==> src/rtl/prio_enc_pkg.sv <==
// Shared types and sizing for the 16-to-4 priority encoder.
package prio_enc_pkg;

    localparam int N_DEF = 16;
    localparam int W_DEF = $clog2(N_DEF);

    typedef enum logic {
        IDLE = 1'b0,
        EMIT = 1'b1
    } state_t;

endpackage

==> src/rtl/priority_encoder_16to4_if.sv <==
// Request/response bundle between the request sources, the encoder and the code consumer.
interface priority_encoder_16to4_if #(
    parameter int N = prio_enc_pkg::N_DEF
);
    localparam int W = $clog2(N);

    logic         req_valid;
    logic         req_ready;
    logic [N-1:0] req;
    logic         out_valid;
    logic         out_ready;
    logic [W-1:0] out_code;
    logic         out_last;
    logic         busy;

    modport master (
        output req_valid, req, out_ready,
        input  req_ready, out_valid, out_code, out_last, busy
    );

    modport slave (
        input  req_valid, req, out_ready,
        output req_ready, out_valid, out_code, out_last, busy
    );

endinterface

==> src/rtl/priority_encoder_16to4_pick.sv <==
// Find-first-set over N bits starting at a W-bit base, wrapping N-1 -> 0.
module prio_pick #(
    parameter int N = prio_enc_pkg::N_DEF,
    localparam int W = $clog2(N)
) (
    input  logic [N-1:0] vec,
    input  logic [W-1:0] base,
    output logic [W-1:0] idx,
    output logic [N-1:0] onehot
);

    logic [2*N-1:0] dbl;
    logic [N-1:0]   rot;
    logic [W-1:0]   ff;
    logic           found;

    always_comb begin
        dbl   = {vec, vec};
        rot   = dbl[base +: N];
        ff    = '0;
        found = 1'b0;
        // Descending scan so the lowest rotated position is the one left standing.
        for (int i = N - 1; i >= 0; i--) begin
            if (rot[i]) begin
                ff    = W'(i);
                found = 1'b1;
            end
        end
        idx    = ff + base;
        onehot = found ? (N'(1) << idx) : '0;
    end

endmodule

==> src/rtl/priority_encoder_16to4.sv <==
// Latches a request vector and emits the index of each set bit, one per handshake.
// Define PRIO_ROUND_ROBIN_EN for rotating priority; default is fixed lowest-index-first.
//
//  state | meaning
//  IDLE  | ready for a new vector, no output
//  EMIT  | pending non-zero, presenting selected code
module priority_encoder_16to4
    import prio_enc_pkg::*;
#(
    parameter int N = N_DEF
) (
    input  logic                       clk,
    input  logic                       rst_n,
    priority_encoder_16to4_if.slave    bus
);

    localparam int W = $clog2(N);

    state_t       state;
    state_t       state_nxt;
    logic [N-1:0] pending;
    logic [W-1:0] pick_base;
    logic [W-1:0] pick_idx;
    logic [N-1:0] pick_onehot;
    logic         take;
    logic         last;

`ifdef PRIO_ROUND_ROBIN_EN
    logic [W-1:0] ptr;

    always_ff @(posedge clk or negedge rst_n) begin
        if (!rst_n) begin
            ptr <= '0;
        end else if (take) begin
            ptr <= pick_idx + W'(1);
        end
    end

    assign pick_base = ptr;
`else
    assign pick_base = '0;
`endif

    prio_pick #(.N(N)) u_pick (
        .vec    (pending),
        .base   (pick_base),
        .idx    (pick_idx),
        .onehot (pick_onehot)
    );

    assign take = (state == EMIT) && bus.out_ready;
    assign last = (pending != '0) && ((pending & (pending - N'(1))) == '0);

    always_ff @(posedge clk or negedge rst_n) begin
        if (!rst_n) begin
            state   <= IDLE;
            pending <= '0;
        end else begin
            state <= state_nxt;
            if (state == IDLE && bus.req_valid) begin
                pending <= bus.req;
            end else if (take) begin
                pending <= pending & ~pick_onehot;
            end
        end
    end

    always_comb begin
        state_nxt = state;
        case (state)
            IDLE: if (bus.req_valid && bus.req != '0) state_nxt = EMIT;
            EMIT: if (take && last) state_nxt = IDLE;
            default: state_nxt = IDLE;
        endcase
    end

    assign bus.req_ready = (state == IDLE);
    assign bus.out_valid = (state == EMIT);
    assign bus.out_code  = (state == EMIT) ? pick_idx : '0;
    assign bus.out_last  = last;
    assign bus.busy      = |pending;

endmodule

==> src/flat_wrapper.sv <==
// flat-port wrapper written by rule: the top's interface ports become plain ports
module priority_encoder_16to4_flat import prio_enc_pkg::*;
#(
    parameter int N = N_DEF
)
  (clk, rst_n, bus_req_valid, bus_req, bus_out_ready, bus_req_ready, bus_out_valid, bus_out_code, bus_out_last, bus_busy);
  priority_encoder_16to4_if #(.N(N)) bus_i ();
  input  logic clk;
  input  logic rst_n;
  input wire logic [$bits(bus_i.req_valid)-1:0] bus_req_valid;
  input wire logic [$bits(bus_i.req)-1:0] bus_req;
  input wire logic [$bits(bus_i.out_ready)-1:0] bus_out_ready;
  output wire logic [$bits(bus_i.req_ready)-1:0] bus_req_ready;
  output wire logic [$bits(bus_i.out_valid)-1:0] bus_out_valid;
  output wire logic [$bits(bus_i.out_code)-1:0] bus_out_code;
  output wire logic [$bits(bus_i.out_last)-1:0] bus_out_last;
  output wire logic [$bits(bus_i.busy)-1:0] bus_busy;
  assign bus_i.req_valid = bus_req_valid;
  assign bus_i.req = bus_req;
  assign bus_i.out_ready = bus_out_ready;
  assign bus_req_ready = bus_i.req_ready;
  assign bus_out_valid = bus_i.out_valid;
  assign bus_out_code = bus_i.out_code;
  assign bus_out_last = bus_i.out_last;
  assign bus_busy = bus_i.busy;
  priority_encoder_16to4 #(.N(N)) u_core (.clk(clk), .rst_n(rst_n), .bus(bus_i));
endmodule
==> config.mk <==
export PLATFORM = sky130hd
export DESIGN_NAME = priority_encoder_16to4_flat
export DESIGN_NICKNAME = d
export VERILOG_FILES = /design/src/rtl/prio_enc_pkg.sv /design/src/rtl/priority_encoder_16to4_if.sv /design/src/rtl/priority_encoder_16to4_pick.sv /design/src/rtl/priority_encoder_16to4.sv /design/src/flat_wrapper.sv
export SDC_FILE = /design/constraint.sdc
export NUM_CORES = 1
export LEC_CHECK = 0
export BUFFER_PORTS_ARGS = -buffer_cell sky130_fd_sc_hd__buf_2
export CORE_ASPECT_RATIO = 1.5
export CORE_MARGIN = 1
export CORE_UTILIZATION = 52
export CTS_CLUSTER_DIAMETER = 80
export DETAILED_ROUTE_END_ITERATION = 6
export GPL_TIMING_DRIVEN = 0
export PLACE_DENSITY = 0.75
export RECOVER_POWER = 50
export REMOVE_ABC_BUFFERS = 1
export SLEW_MARGIN = 20
export SYNTH_ARGS = -nofsm -noshare
export SYNTH_HDL_FRONTEND = slang
export SYNTH_SLANG_ARGS = --single-unit
==> constraint.sdc <==
create_clock -name clk -period 2.7 [get_ports clk]
set_input_delay 0.135 -clock clk [delete_from_list [all_inputs] [get_ports clk]]
set_output_delay 0.135 -clock clk [all_outputs]
set_load 0.05 [all_outputs]
Word-level counts from Yosys, hierarchy flattened
Index checks and enable logic that the tools add are counted.
{"block": "word_totals", "out_inout_bits": 8, "reg_bits": 17, "input_bits": 20}
{"block": "classes", "n_addsub": 1, "shifts": 1, "n_bitwise": 4, "n_mux": 39, "reduce_logical": 10}
{"operator": "$mux W4", "n": 17}
{"operator": "$mux W16", "n": 3}
{"operator": "$and A16 B16 Y16", "n": 2}
{"operator": "$reduce_bool A16 Y1", "n": 2}
{"operator": "$mux W1", "n": 18}
{"operator": "$logic_not A16 Y1", "n": 1}
{"operator": "$not A16 Y16", "n": 1}
{"operator": "$reduce_or A16 Y1", "n": 1}
{"operator": "$shl A1 B4 Y16 const A", "n": 1}
{"operator": "$sub A16 B1 Y16 const B", "n": 1}
{"operator": "$logic_and A1 B1 Y1", "n": 5}
{"operator": "$pmux W1 S2", "n": 1}
{"operator": "$reduce_bool A2 Y1", "n": 1}
{"operator": "$not A1 Y1", "n": 1}

Logic depth before layout (Yosys ltp)
Gate-level depths: netlist of the first run.
{"block": "depth", "depth_word": 22, "mapped_depth": 8, "depth_no_buf": 6}

Modules after synthesis
Synthesis of the first run repeated with hierarchy kept, for this count alone.
{"block": "hier_totals", "cells_unflattened": 306, "hier_area_um2": 2426.1}
{"mod": "prio_pick", "area_each_um2": 1407.6, "n_inst": 1, "cells_per_inst": 172}
{"mod": "priority_encoder_16to4", "area_each_um2": 1018.5, "n_inst": 1, "cells_per_inst": 134}

Least setup slack after synthesis of the first run
OpenSTA, ideal clock, no wires.
{"block": "synth_timing", "path_type": "reg-to-output", "from": "register u_core.state (netlist: u_core.bus.out_valid)", "to": "output bus_out_code[2]", "arrival_ps": 2291, "stages_incl_launch_ff": 3, "setup_slack_ps": 274, "t_required_ps": 2565, "cell_sequence": "dfrtp_1 inv_1 nor3_1"}
{"block": "synth_between", "elab_chain_len": 1}
{"item": "from (decl)", "line_no": "priority_encoder_16to4.sv:19", "source": "state_t state;"}
{"item": "from (signal assigned)", "line_no": "priority_encoder_16to4.sv:59", "source": "state <= state_nxt;"}
{"item": "$mux W4", "line_no": "priority_encoder_16to4.sv:79", "source": "assign bus.out_code = (state == EMIT) ? pick_idx : '0;"}
{"item": "to (decl)", "line_no": "flat_wrapper.sv:15", "source": "output wire logic [$bits(bus_i.out_code)-1:0] bus_out_code;"}
No other way between the ends.

Worst setup path in the final report of the first run
{"block": "layout_timing", "from": "register u_core.pending[3]", "to": "output bus_out_last"}
{"block": "layout_between", "elab_chain_len": 4, "word_cells_on_any_way": 5, "cone_classes": "add/sub (1); bitwise (1); reduce/logical (3)"}
{"item": "from (decl)", "line_no": "priority_encoder_16to4.sv:21", "source": "logic [N-1:0] pending;"}
{"item": "from (signal assigned)", "line_no": "priority_encoder_16to4.sv:61", "source": "pending <= bus.req;"}
{"item": "from (signal assigned)", "line_no": "priority_encoder_16to4.sv:63", "source": "pending <= pending & ~pick_onehot;"}
{"item": "$sub A16 B1 Y16", "line_no": "priority_encoder_16to4.sv:52", "source": "assign last = (pending != '0) && ((pending & (pending - N'(1))) == '0);"}
{"item": "$and A16 B16 Y16", "line_no": "priority_encoder_16to4.sv:52"}
{"item": "$logic_not A16 Y1", "line_no": "priority_encoder_16to4.sv:52"}
{"item": "$logic_and A1 B1 Y1 *", "line_no": "priority_encoder_16to4.sv:52"}
{"item": "to (decl)", "line_no": "flat_wrapper.sv:16", "source": "output wire logic [$bits(bus_i.out_last)-1:0] bus_out_last;"}
Every way passes the cells marked *; elsewhere a longest branch is shown, timed or not.

==> summary.md, run 1 <==
| Metric | Value |
|---|---|
| Drt total wl | 3346 microns |
| Vias | 1,275 |
| Post-DP HPWL | between 2000 and 3000 microns |
| Xor-xnor portion of the synthesized cell area | 0% |
| Cts bufs inserted | 3 |
| Critical path data arrival time | about 2.4 ns |
| Final Max Slew Viols | 0 |
| Max_cap viols | 0 |
| Netlist Area Pre-Place | 0.001171 sq mm |
| TritonCTS clock tree | built |
| Count of state elements after synthesis | 17 |
| Power Density | 1386 mW/mm^2 |
| Dpl cell area | 0.001301 sq mm |
| Final instance area | 0.001344 sq mm |
| Buffers added on ports | 27 |
| Layout cell share with drive strength beyond 1 | 21.59% |
| Grt total ovfl | 0 |
| Required @ worst endpoint | 2.57 ns |
| Die X | 40.75 microns |
| CTS Root Cell | clkbuf_4 |
| Unrepaired setup endpoints after global routing | no |
| Post-synthesis simple-gate area fraction | 30.13% |
| Kind of start point of the critical path | register |
| Hold Vio Cnt, Final | 0 |
| VDD IR-drop max | 748.4 uV |
| Multiplexer share of the synthesized area | 2.564% |
| Fin crit period | 2.532 ns |
| Hold-critical path depth | 3 |
| Adder-cell share of the synthesized area | less than 1% |
| Sw Ratio | a little under three fifths |
| Vias/cell | 6.439 |
| 1st-pass router iterations | 4 |
| Clock power frac | under 10% |
| CP Cell Sequence | or4_4 -> nor2_4 -> nand2_1 -> a222oi_1 -> and4_1 -> clkbuf_4 |
| Syn. warnings | 0 |
| Global Route Usage Sum | 30.74% |
| Final ANT Viol Nets | 0 |
| Crit-path slowest cell | or4_4 |
| Relative slew slack | 35.20% |
| Clk sinks | 17 |
| Internal | ~0.81 mW |
| Worst-path clk slew | about 0.11 ns |
| Crit. path cell count | 6 |
| Maximum clock rate | 394.9 MHz |
| Number of synthesized flops with an enable pin | 0 |
| Rows | 20 |
| Diodes inserted | 0 |
| GPL Wtd Cong | between 0.9 and 1 |
| Die height | 60.12 microns |
| Clk buf depth | 2 |
| Initial DRC Count | 66 |
| Vias in the first global route | around 1,100 |
| Leak pwr | ~0.57 nW |
| Drt wl/cell | between 15 and 20 microns |
| CP endpoint kind | primary output |
| Setup TNS | 0 ns |
| Worst Tran Pin Value | 0.9719 ns |
| Dpl cells | about 190 |
| Ranking of synthesized cells by area | dfrtp_1 (36%), nor2_1 (7.4%), o21ai_0 (6.8%) |
| Synth area leader | dfrtp_1 |
| Ys async rst share | 100.0% |
| Std-Cell Core Area | 0.002077 sq mm |
| Delay of the slowest critical-path stage | approximately 0.61 ns |
| IO Pins | 28 |
| Initial Util | a little under three fifths |
| Yosys cell types | 37 |
| Share of the synthesized area in the top cell type | 36.32% |
| Post-synthesis sequential area ratio | 36.32% |
| Ys flop type | dfrtp_1 |
| Htree depth | 1 |
| Sequential Power Share | 26.2% |
| Area delta synth->final | 14.74% |
| Power share of the combinational group | between 60% and 70% |
| DRC violations left | 0 |
| Crit path max-delay family | simple AND/OR/NAND/NOR gates |
| Worst Hold Class | input pin to register |
| Largest family of logic cells by synthesized area | simple AND/OR/NAND/NOR gates |
| Largest net degree at the start of global routing | 21 |
| Clock Latency Late Sink | 0.31 ns |
| Compound-Gate Fraction of Synth Area | 24.57% |
| Reg2reg path depth | 6 |
| Syn Area/Cell | 7.860 sq um |
| Buf+Inv Stages, Crit Path | 1 |
| Psw | 1.052 mW |
| Fin crit share | a little over nine tenths |
| First-pass GRT wire length | roughly 5000 microns |
| Critical path type | register to primary output |
| Nets | 197 |
| Worst Skew | 0.01247 ns |
| Status | completed |
| Full die area | 0.002450 sq mm |
| Non-Filler Instances | 198 |
| Initial antenna violation count | 0 |
| Final setup fails | 0 |
| CP max FO | 8 |
| Post-synthesis instance total | 149 |
[tightest hold or removal path, stage by stage]
cell     delay (ns)
buf_2          0.09
nand2_1        0.04
nand2_1        0.04
[synth_stat cells, types with 4 or more instances]
master and number:
a31oi_1 4, nand2_1 18, nor2_1 23, a21oi_1 10
nor3_1 5, dfrtp_1 17, nor4_1 5, clkbuf_1 4
o31ai_1 4, o21ai_0 16, inv_1 4, nand4_1 4
[timing repair]
action	CTS	global route
setup buffers	0	2
hold endpoints to repair	17	0
hold buffers	1	0
endpoints found under the setup margin	0	1
resized for setup	0	3
[layer usage]
metal / global-route usage, % / share of wire [%]
met3: 4.461 / 5.9
met4: 10.48 / 1.9
met1: 39.52 / 41
met5: 0 / 0
met2: 50.57 / 51
[power groups by stage]
stage	sequential, mW	combinational (mW)	clock [mW]
floorplan	0.446	0.915	0
global placement	0.477	1.15	0
detailed placement	0.481	1.17	0
CTS	0.476	1.17	0.148
global route	0.498	1.33	0.161
finish	0.488	1.23	0.145
[registers in the layout, indices dropped and copies added, names as in the netlist]
signal,flops
u_core.pending,16
u_core.bus.out_valid,1
[cell families (layout without fill, tap and decap cells)]
logic type / Yosys count / count (layout)
muxes: 3 / 3
DFF: 17 / 17
buffers and inverters: 12 / 39
AOI/OAI and AO/OA: 45 / 45
adders and majority gates: 1 / 1
and+or+nand+nor: 71 / 71
[final cells by class]
class / instances / area [sq um]
Fill cell: 197 / 733.2
Multi-Input combinational cell: 120 / 684.4
Clock buffer: 3 / 22.52
Sequential cell: 17 / 426.7
Tap cell: 22 / 27.53
Timing Repair Buffer: 31 / 162.7
Inverter: 4 / 15.01
Clock inverter: 1 / 5.005
[per-stage QoR]
step	power (mW)	util, %	setup slack, ns	hold slack, ns
after floorplan	1.360	-	0.2742	-0.1606
after global placement	1.623	61.81	0.3853	0.07478
after detailed placement	1.649	62.65	0.3477	0.08873
after CTS	1.796	64.46	0.006406	0.02757
after global routing	1.989	64.70	0.04729	0.02135
final	1.862	64.70	0.1680	0.02670
[cells in the final DEF, fill, tap and decap left out, drive strengths merged, types with 2 or more instances in the layout]
master,synthesis,routed
or4,4,4
nand3b,2,2
clkbuf,4,8
o32a,2,2
a21oi,10,10
inv,4,4
buf,4,25
mux2i,3,3
nor4,5,5
dfrtp,17,17
nand2b,2,2
nand2,18,18
nor2,24,24
nand4,4,4
o22ai,2,2
nand3,2,2
nor3,5,5
o21ai,16,16
o31ai,4,4
a211oi,2,2
a31oi,4,4
[path summary, 6_finish.rpt]
path                                 startpoint                   end  slack [ns]
setup / recovery              u_core.pending[3]          bus_out_last        0.17
hold / removal                       bus_req[0]     u_core.pending[0]        0.03
setup reg to reg              u_core.pending[4]    u_core.pending[15]        0.64
hold reg to reg            u_core.bus.out_valid  u_core.bus.out_valid        0.58
max in group asynchronous                 rst_n     u_core.pending[3]        1.56
min in group asynchronous                 rst_n    u_core.pending[10]        0.49
Power figures use the tool's default switching activity.
==> inputs of run 2 (changes only) <==
--- a/config.mk
+++ b/config.mk
@@ -8,14 +8,15 @@
 export BUFFER_PORTS_ARGS = -buffer_cell sky130_fd_sc_hd__buf_2
 export CORE_ASPECT_RATIO = 1.5
 export CORE_MARGIN = 1
-export CORE_UTILIZATION = 52
+export CORE_UTILIZATION = 60
 export CTS_CLUSTER_DIAMETER = 80
 export DETAILED_ROUTE_END_ITERATION = 6
 export GPL_TIMING_DRIVEN = 0
-export PLACE_DENSITY = 0.75
+export PLACE_DENSITY = 0.79
 export RECOVER_POWER = 50
 export REMOVE_ABC_BUFFERS = 1
 export SLEW_MARGIN = 20
 export SYNTH_ARGS = -nofsm -noshare
 export SYNTH_HDL_FRONTEND = slang
+export SYNTH_HIERARCHICAL = 1
 export SYNTH_SLANG_ARGS = --single-unit
==> summary.md, run 2 <==
| Metric | Value |
|---|---|
| Status | finished, violations left |
| Violated checks | setup timing |
| Kind of start point of the critical path | register |
| Final setup fails | 20 (+20) |
| Critical path type | register to register |
| Syn Area/Cell | 7.928 sq um (+0.87%) |
| Most frequent cells in the layout | nand2_1 (74), buf_4 (30), nor2_1 (24) |
| Hold Vio Cnt, Final | 0 (unchanged) |
| Fin crit period | 3.133 ns (+0.6010 ns) |
| Dpl cell area | 0.002552 sq mm (+96%) |
| Power share of the combinational group | 84.1% (+18 points) |
| Max FFs per register | 16 (unchanged) |
| Top-count cell post-synth | nand2_1 |
| Initial Util | 61.83% (+5.4 points) |
| Buffers added on ports | 27 (unchanged) |
| Worst-path clk slew | 0.06 ns (-0.05 ns) |
| Vias/cell | 6.389 (-0.79%) |
| CP max FO | 6 (-2) |
| Critical path data arrival time | 3.27 ns (+0.87 ns) |
| First-pass GRT wire length | 10,580 microns (+110%) |
| Post-synthesis simple-gate area fraction | 32.80% (+2.7 points) |
| Vias in the first global route | 2,394 (+120%) |
| Synth area leader | dfrtp_1 |
| Drt wl/cell | 18.28 microns (+8.2%) |
| Initial DRC Count | 116 (+76%) |
| Post-route setup slack | -0.4330 ns (-0.6010 ns) |
| Vias | 2,613 (+100%) |
| Crit-path slowest cell | mux4_2 |
| CTS Root Cell | clkbuf_8 |
| Cts bufs inserted | 3 (unchanged) |
| Internal | 2.180 mW (+170%) |
| Final ANT Viol Nets | 0 (unchanged) |
| Count of state elements after synthesis | 17 (unchanged) |
| Nets | 389 (+97%) |
| Leak pwr | 1.316 nW (+130%) |
| Compound-Gate Fraction of Synth Area | 17.79% (-6.8 points) |
| 1st-pass router iterations | 5 (+1) |
| Global Route Usage Sum | 33.96% (+3.2 points) |
| Layout cell share with drive strength beyond 1 | 37.36% (+16 points) |
| Final instance area | 0.003065 sq mm (+130%) |
| Worst Tran Pin Value | 1.068 ns (+0.09575 ns) |
| CP Cell Sequence | mux4_2 -> mux2_4 -> nor2_1 -> o21ai_1 -> o31ai_1 -> a31oi_1 -> o31ai_2 -> ha_4 -> and2_4 -> nand2_2 -> nor2_1 -> nand2_1 -> nand3_1 -> nand2_1 |
| Htree depth | 1 (unchanged) |
| Sequential Power Share | 11.8% (-14 points) |
| Power Density | 1471 mW/mm^2 (+6.2%) |
| Clk sinks | 17 (unchanged) |
| Post-synthesis sequential area ratio | 17.53% (-19 points) |
| Grt total ovfl | 0 (unchanged) |
| Biggest register | u_core/pending |
| Number of synthesized flops with an enable pin | 0 (unchanged) |
| Multi-input gate area | 0.002091 sq mm (+210%) |
| Area delta synth->final | 26.35% |
| Syn. warnings | 6 (+6) |
| Ys flop type | dfrtp_1 |
| Full die area | 0.004307 sq mm (+76%) |
| Die X | 53.92 microns (+32%) |
| VDD IR-drop max | 2037 uV (+170%) |
| Netlist Area Pre-Place | 0.002426 sq mm (+110%) |
| Post-synthesis instance total | 306 (+110%) |
| Drt total wl | 7477 microns (+120%) |
| Maximum clock rate | 319.2 MHz (-19%) |
| Worst Hold Class | input pin to register |
| Delay of the slowest critical-path stage | 0.53 ns (-0.08 ns) |
| Sw Ratio | 51.66% (-4.8 points) |
| Top post-synthesis cells by count | nand2_1 (78), nor2_1 (26), nand3_1 (22) |
| Adder-cell share of the synthesized area | 2.476% (+1.6 points) |
| TritonCTS clock tree | built |
| DRC violations left | 0 (unchanged) |
| Register area | 437.9 sq um (+2.6%) |
| CP endpoint kind | register |
| Diodes inserted | 0 (unchanged) |
| Fillers | 281 (+43%) |
| Std-Cell Core Area | 0.003924 sq mm (+89%) |
| Clock Latency Late Sink | 0.25 ns (-0.06 ns) |
| Worst Skew | 0.0007430 ns (-0.01172 ns) |
| Rows | 28 (+40%) |
| IO Pins | 28 (unchanged) |
| Xor-xnor portion of the synthesized cell area | 1.444% (+1.4 points) |
| Share of the synthesized area in the top cell type | 17.53% (-19 points) |
| Utilization after layout | 78.13% (+13 points) |
| Final Max Slew Viols | 0 (unchanged) |
| Clock power frac | 4.2% (-3.6 points) |
| Psw | 2.330 mW (+120%) |
| Post-Place Setup Slack | -0.7139 ns (-1.062 ns) |
| Commonest non-fill, non-tap cell in the layout | nand2_1 |
| Clk buf depth | 2 (unchanged) |
| Largest family of logic cells by synthesized area | simple AND/OR/NAND/NOR gates |
| Relative slew slack | 28.67% (-6.5 points) |
| Yosys cell types | 59 (+59%) |
| GPL Wtd Cong | 0.9094 (-4.9%) |
| Max_cap viols | 0 (unchanged) |
| Die height | 79.88 microns (+33%) |
| Ys async rst share | 100.0% (unchanged) |
| Post-DP HPWL | 4699 microns (+85%) |
| Fin crit share | 116.0% (+22 points) |
| Initial antenna violation count | 0 (unchanged) |
| Required @ worst endpoint | 2.84 ns (+0.27 ns) |
| Unrepaired setup endpoints after global routing | yes |
| Largest net degree at the start of global routing | 21 (unchanged) |
| Ranking of synthesized cells by area | dfrtp_1 (18%), mux4_1 (13%), nand2_1 (12%) |
| Multiplexer share of the synthesized area | 22.02% (+19 points) |
==> run 2: final cells by class <==
| class | count | area share [%] |
|---|---|---|
| multi-input combinational | 276 | 68.20 |
| timing repair buffer | 58 | 13.10 |
| tap | 45 | 1.837 |
| inverter | 9 | 1.102 |
| clock buffer | 4 | 1.469 |
| sequential | 17 | 14.29 |
==> run 2: worst paths after layout <==
path	slack [ns]	end	from	depth (start not counted)
max in group asynchronous	1.53	u_core/pending[2]	rst_n	2
hold reg to reg	0.62	u_core/pending[15]	u_core/pending[15]	2
hold / removal	0.09	u_core/pending[4]	bus_req[4]	3
setup / recovery	-0.43	u_core/pending[1]	u_core/pending[10]	14
setup reg to reg	-0.43	u_core/pending[1]	u_core/pending[10]	14
min in group asynchronous	0.54	u_core/pending[5]	rst_n	2
==> run 2: logic make-up after synthesis <==
group / after synthesis
fa+ha+maj: 5
simple gates: 166
mux: 27
compound gates: 62
xor+xnor: 4
other cells: 1
buf+inv: 24
flops: 17
==> run 2: metal layers <==
| layer | vias to the layer above | wire (microns) | GRT usage [%] |
|---|---|---|---|
| met3 | 40 | 414 | 4.000 |
| met2 | 137 | 3967 | 61.11 |
| met1 | 1215 | 2701 | 34.67 |
| met4 | 0 | 393 | 21.84 |
| met5 | - | 0 | 0 |
| li1 | 1221 | - | - |
==> run 2: what timing repair did <==
item,CTS,global route
setup endpoints to repair,20,20
pin swaps,12,21
resized for setup,54,24
hold endpoints to repair,17,0
hold buffers,1,0
gates cloned,0,0
setup buffers,21,9
==> run 2: per-stage QoR <==
step | power, mW | hold slack [ns] | setup TNS [ns] | instances
after floorplan | 2.577 | -0.1606 | -2.644 | 302
after global placement | 3.046 | 0.08095 | -10.08 | 374
after detailed placement | 3.079 | 0.07772 | -11.21 | 374
after CTS | 3.886 | 0.08306 | -6.021 | 400
after global routing | 4.745 | 0.1001 | -9.146 | 409
final | 4.511 | 0.08684 | -6.686 | 409
==> run 2: critical path, delay by kind of cell, from the launching register on <==
kind,cells,cell delay (ns)
AOI/OAI and AO/OA,4,0.87
muxes,2,0.83
and+or+nand+nor,7,0.69
DFF,1,0.41
adders and majority gates,1,0.22
==> run 2: power groups by stage <==
stage                     clock network, mW  registers, mW  logic [mW]
after floorplan                           0          0.522        2.06
after global placement                    0          0.585        2.46
after detailed placement                  0          0.593        2.49
after CTS                             0.193          0.520        3.17
after global routing                  0.201          0.539        4.00
final                                 0.188          0.531        3.79
==> inputs of run 3 (changes only) <==
--- a/config.mk
+++ b/config.mk
@@ -12,7 +12,7 @@
 export CTS_CLUSTER_DIAMETER = 80
 export DETAILED_ROUTE_END_ITERATION = 6
 export GPL_TIMING_DRIVEN = 0
-export PLACE_DENSITY = 0.79
+export PLACE_DENSITY = 0.82
 export RECOVER_POWER = 50
 export REMOVE_ABC_BUFFERS = 1
 export SLEW_MARGIN = 20
==> summary.md, run 3 (synthesis gave the netlist of run 2 again) <==
| Metric | Value |
|---|---|
| Status | finished, violations left |
| Violated checks | setup timing |
| Final ANT Viol Nets | 0 (unchanged) |
| DRC violations left | 0 (unchanged) |
| Most frequent cells in the layout | nand2_1 (73), buf_4 (35), buf_2 (22), nor2_1 (22), nand3_1 (20) |
| Final setup fails | 20 (unchanged) |
| Power share of the combinational group | 84.2% (about the same) |
| VDD IR-drop max | 1355 uV (-33%) |
| Sw Ratio | 52.57% (+0.90 points) |
| Drt wl/cell | 18.65 microns (+2.0%) |
| 1st-pass router iterations | 5 (unchanged) |
| Internal | 2.193 mW (+0.59%) |
| Non-Filler Instances | 417 (+2.0%) |
| Wl on met1 | 2576 microns (-4.6%) |
| Nets | 397 (+2.1%) |
| Initial DRC Count | 138 (+19%) |
| IO Pins | 28 (unchanged) |
| Hold Vio Cnt, Final | 0 (unchanged) |
| Max FFs per register | 16 (unchanged) |
| Post-DP HPWL | 4789 microns (+1.9%) |
| Unrepaired setup endpoints after global routing | yes |
| Fin crit period | 3.155 ns (+0.02225 ns) |
| Reg2reg setup slack | -0.42 ns (about the same) |
| Buffers added on ports | 27 (unchanged) |
| Clock Latency Late Sink | 0.25 ns (about the same) |
| Initial Util | 61.83% (unchanged) |
| Layout cell share with drive strength beyond 1 | 40.05% (+2.7 points) |
| Largest net degree at the start of global routing | 21 (unchanged) |
| Global Route Usage Sum | 37.59% (+3.6 points) |
| Vias/cell | 6.566 (+2.8%) |
| Worst-path clk slew | 0.07 ns (about the same) |
| Metal3 WL | 490 microns (+18%) |
| Cts bufs inserted | 3 (unchanged) |
| Commonest non-fill, non-tap cell in the layout | nand2_1 |
| Psw | 2.430 mW (+4.3%) |
| Dpl cells | 374 (unchanged) |
| Drt total wl | 7777 microns (+4.0%) |
| CTS Root Cell | clkbuf_8 |
| Clk sinks | 17 (unchanged) |
| Kind of start point of the critical path | register |
| Final instance area | 0.003153 sq mm (+2.9%) |
| Total chip power | 4.624 mW (+2.5%) |
| Full die area | 0.004307 sq mm (unchanged) |
| Relative slew slack | 35.19% (+6.5 points) |
| Diodes inserted | 0 (unchanged) |
| Vias | 2,738 (+4.8%) |
| Required @ worst endpoint | 2.57 ns (-0.27 ns) |
| Dpl cell area | 0.002552 sq mm (unchanged) |
| Met2 wire length | 4209 microns (+6.1%) |
| Critical path type | register to primary output |
| Max_cap viols | 0 (unchanged) |
| Post-route setup slack | -0.4552 ns (-0.02225 ns) |
| Post-Place Setup Slack | -0.6997 ns (+0.01416 ns) |
| Die height | 79.88 microns (unchanged) |
| Worst Hold Class | input pin to register |
| Rows | 28 (unchanged) |
| Grt total ovfl | 0 (unchanged) |
| Htree depth | 1 (unchanged) |
| Die X | 53.92 microns (unchanged) |
| Leak pwr | 1.354 nW (+2.9%) |
| Std-Cell Core Area | 0.003924 sq mm (unchanged) |
| Top sig layer | met4 |
| Sequential Power Share | 11.6% (-0.2 points) |
| First-pass GRT wire length | 11,850 microns (+12%) |
| GPL Wtd Cong | 0.9624 (+5.8%) |
| Fin crit share | 116.9% (+0.82 points) |
| Critical path data arrival time | 3.02 ns (-0.25 ns) |
| CP endpoint kind | primary output |
| Initial antenna violation count | 0 (unchanged) |
| Area delta synth->final | 29.96% |
| Final Max Slew Viols | 0 (unchanged) |
| Worst Skew | 0.003179 ns (+0.002435 ns) |
| Power Density | 1466 mW/mm^2 (-0.34%) |
| TritonCTS clock tree | built |
| Clk buf depth | 2 (unchanged) |
| Vias in the first global route | 2,559 (+6.9%) |
| Maximum clock rate | 316.9 MHz (-0.71%) |
| CP max FO | 4 (-2) |
| Biggest register | u_core/pending |
| Clock power frac | 4.2% (about the same) |
| Worst Tran Pin Value | 0.9722 ns (-0.09550 ns) |
-- run 3: cell types whose count changed in the layout (fill, tap and decap cells not counted), sizes merged --
cell and change:
buf +8
-- run 3: routing by layer --
layer,vias to the layer above,track usage [%]
li1,1238,-
met1,1293,41.69
met2,158,66.42
met3,49,3.810
met4,0,20.53
met5,-,0
-- run 3: path summary, 6_finish.rpt --
path                                    start                 end  depth (start not counted)
max                        u_core/pending[14]     bus_out_code[1]                         12
min                               bus_req[12]  u_core/pending[12]                          3
max reg2reg                 u_core/pending[8]   u_core/pending[3]                         14
min reg2reg                 u_core/pending[5]   u_core/pending[5]                          2
max in group asynchronous               rst_n  u_core/pending[12]                          2
min in group asynchronous               rst_n   u_core/pending[6]                          2
-- run 3: what timing repair did --
action	CTS	global route
endpoints found under the hold margin	17	0
buffers inserted	26	13
pin swaps	15	24
setup endpoints to repair	20	20
hold buffers	1	0
gates resized for setup	56	32
-- run 3: layout make-up --
class                   count  area [sq um]
repair buffers             66         469.2
multi-input cells         276          2110
flip-flops and latches     17         439.2
clock buffers               4         45.04
well taps                  45         56.30
fillers                   253         770.7
inverters                   9         33.78
-- run 3: power by group through the flow --
stage / clock (mW) / sequential [mW] / combinational (mW)
6_report: 0.192 / 0.537 / 3.90
5_1_grt: 0.204 / 0.548 / 4.15
4_1_cts: 0.194 / 0.533 / 3.23
3_5_place_dp: 0 / 0.591 / 2.50
3_3_place_gp: 0 / 0.582 / 2.46
2_1_floorplan: 0 / 0.522 / 2.06
-- run 3: critical path: stages, from the launching register on --
cell and delay [ns]:
dfrtp_2 0.42, mux4_2 0.48, nand2_2 0.12, nand3_4 0.09, nor3b_4 0.17, o31ai_2 0.19
a2111o_1 0.16, a31oi_1 0.09, ha_1 0.33, xnor2_2 0.27, inv_2 0.12, and2_4 0.18
buf_6 0.15
-- run 3: metrics by stage --
stage                     TNS [ns]  hold WS [ns]  util [%]
final                       -7.057       0.08768     80.36
after global placement      -10.34       0.07371     65.05
after floorplan             -2.644       -0.1606         -
after detailed placement    -11.21       0.07879     65.05
after global routing        -9.327       0.09684     80.36
after CTS                   -6.230       0.08462     74.23
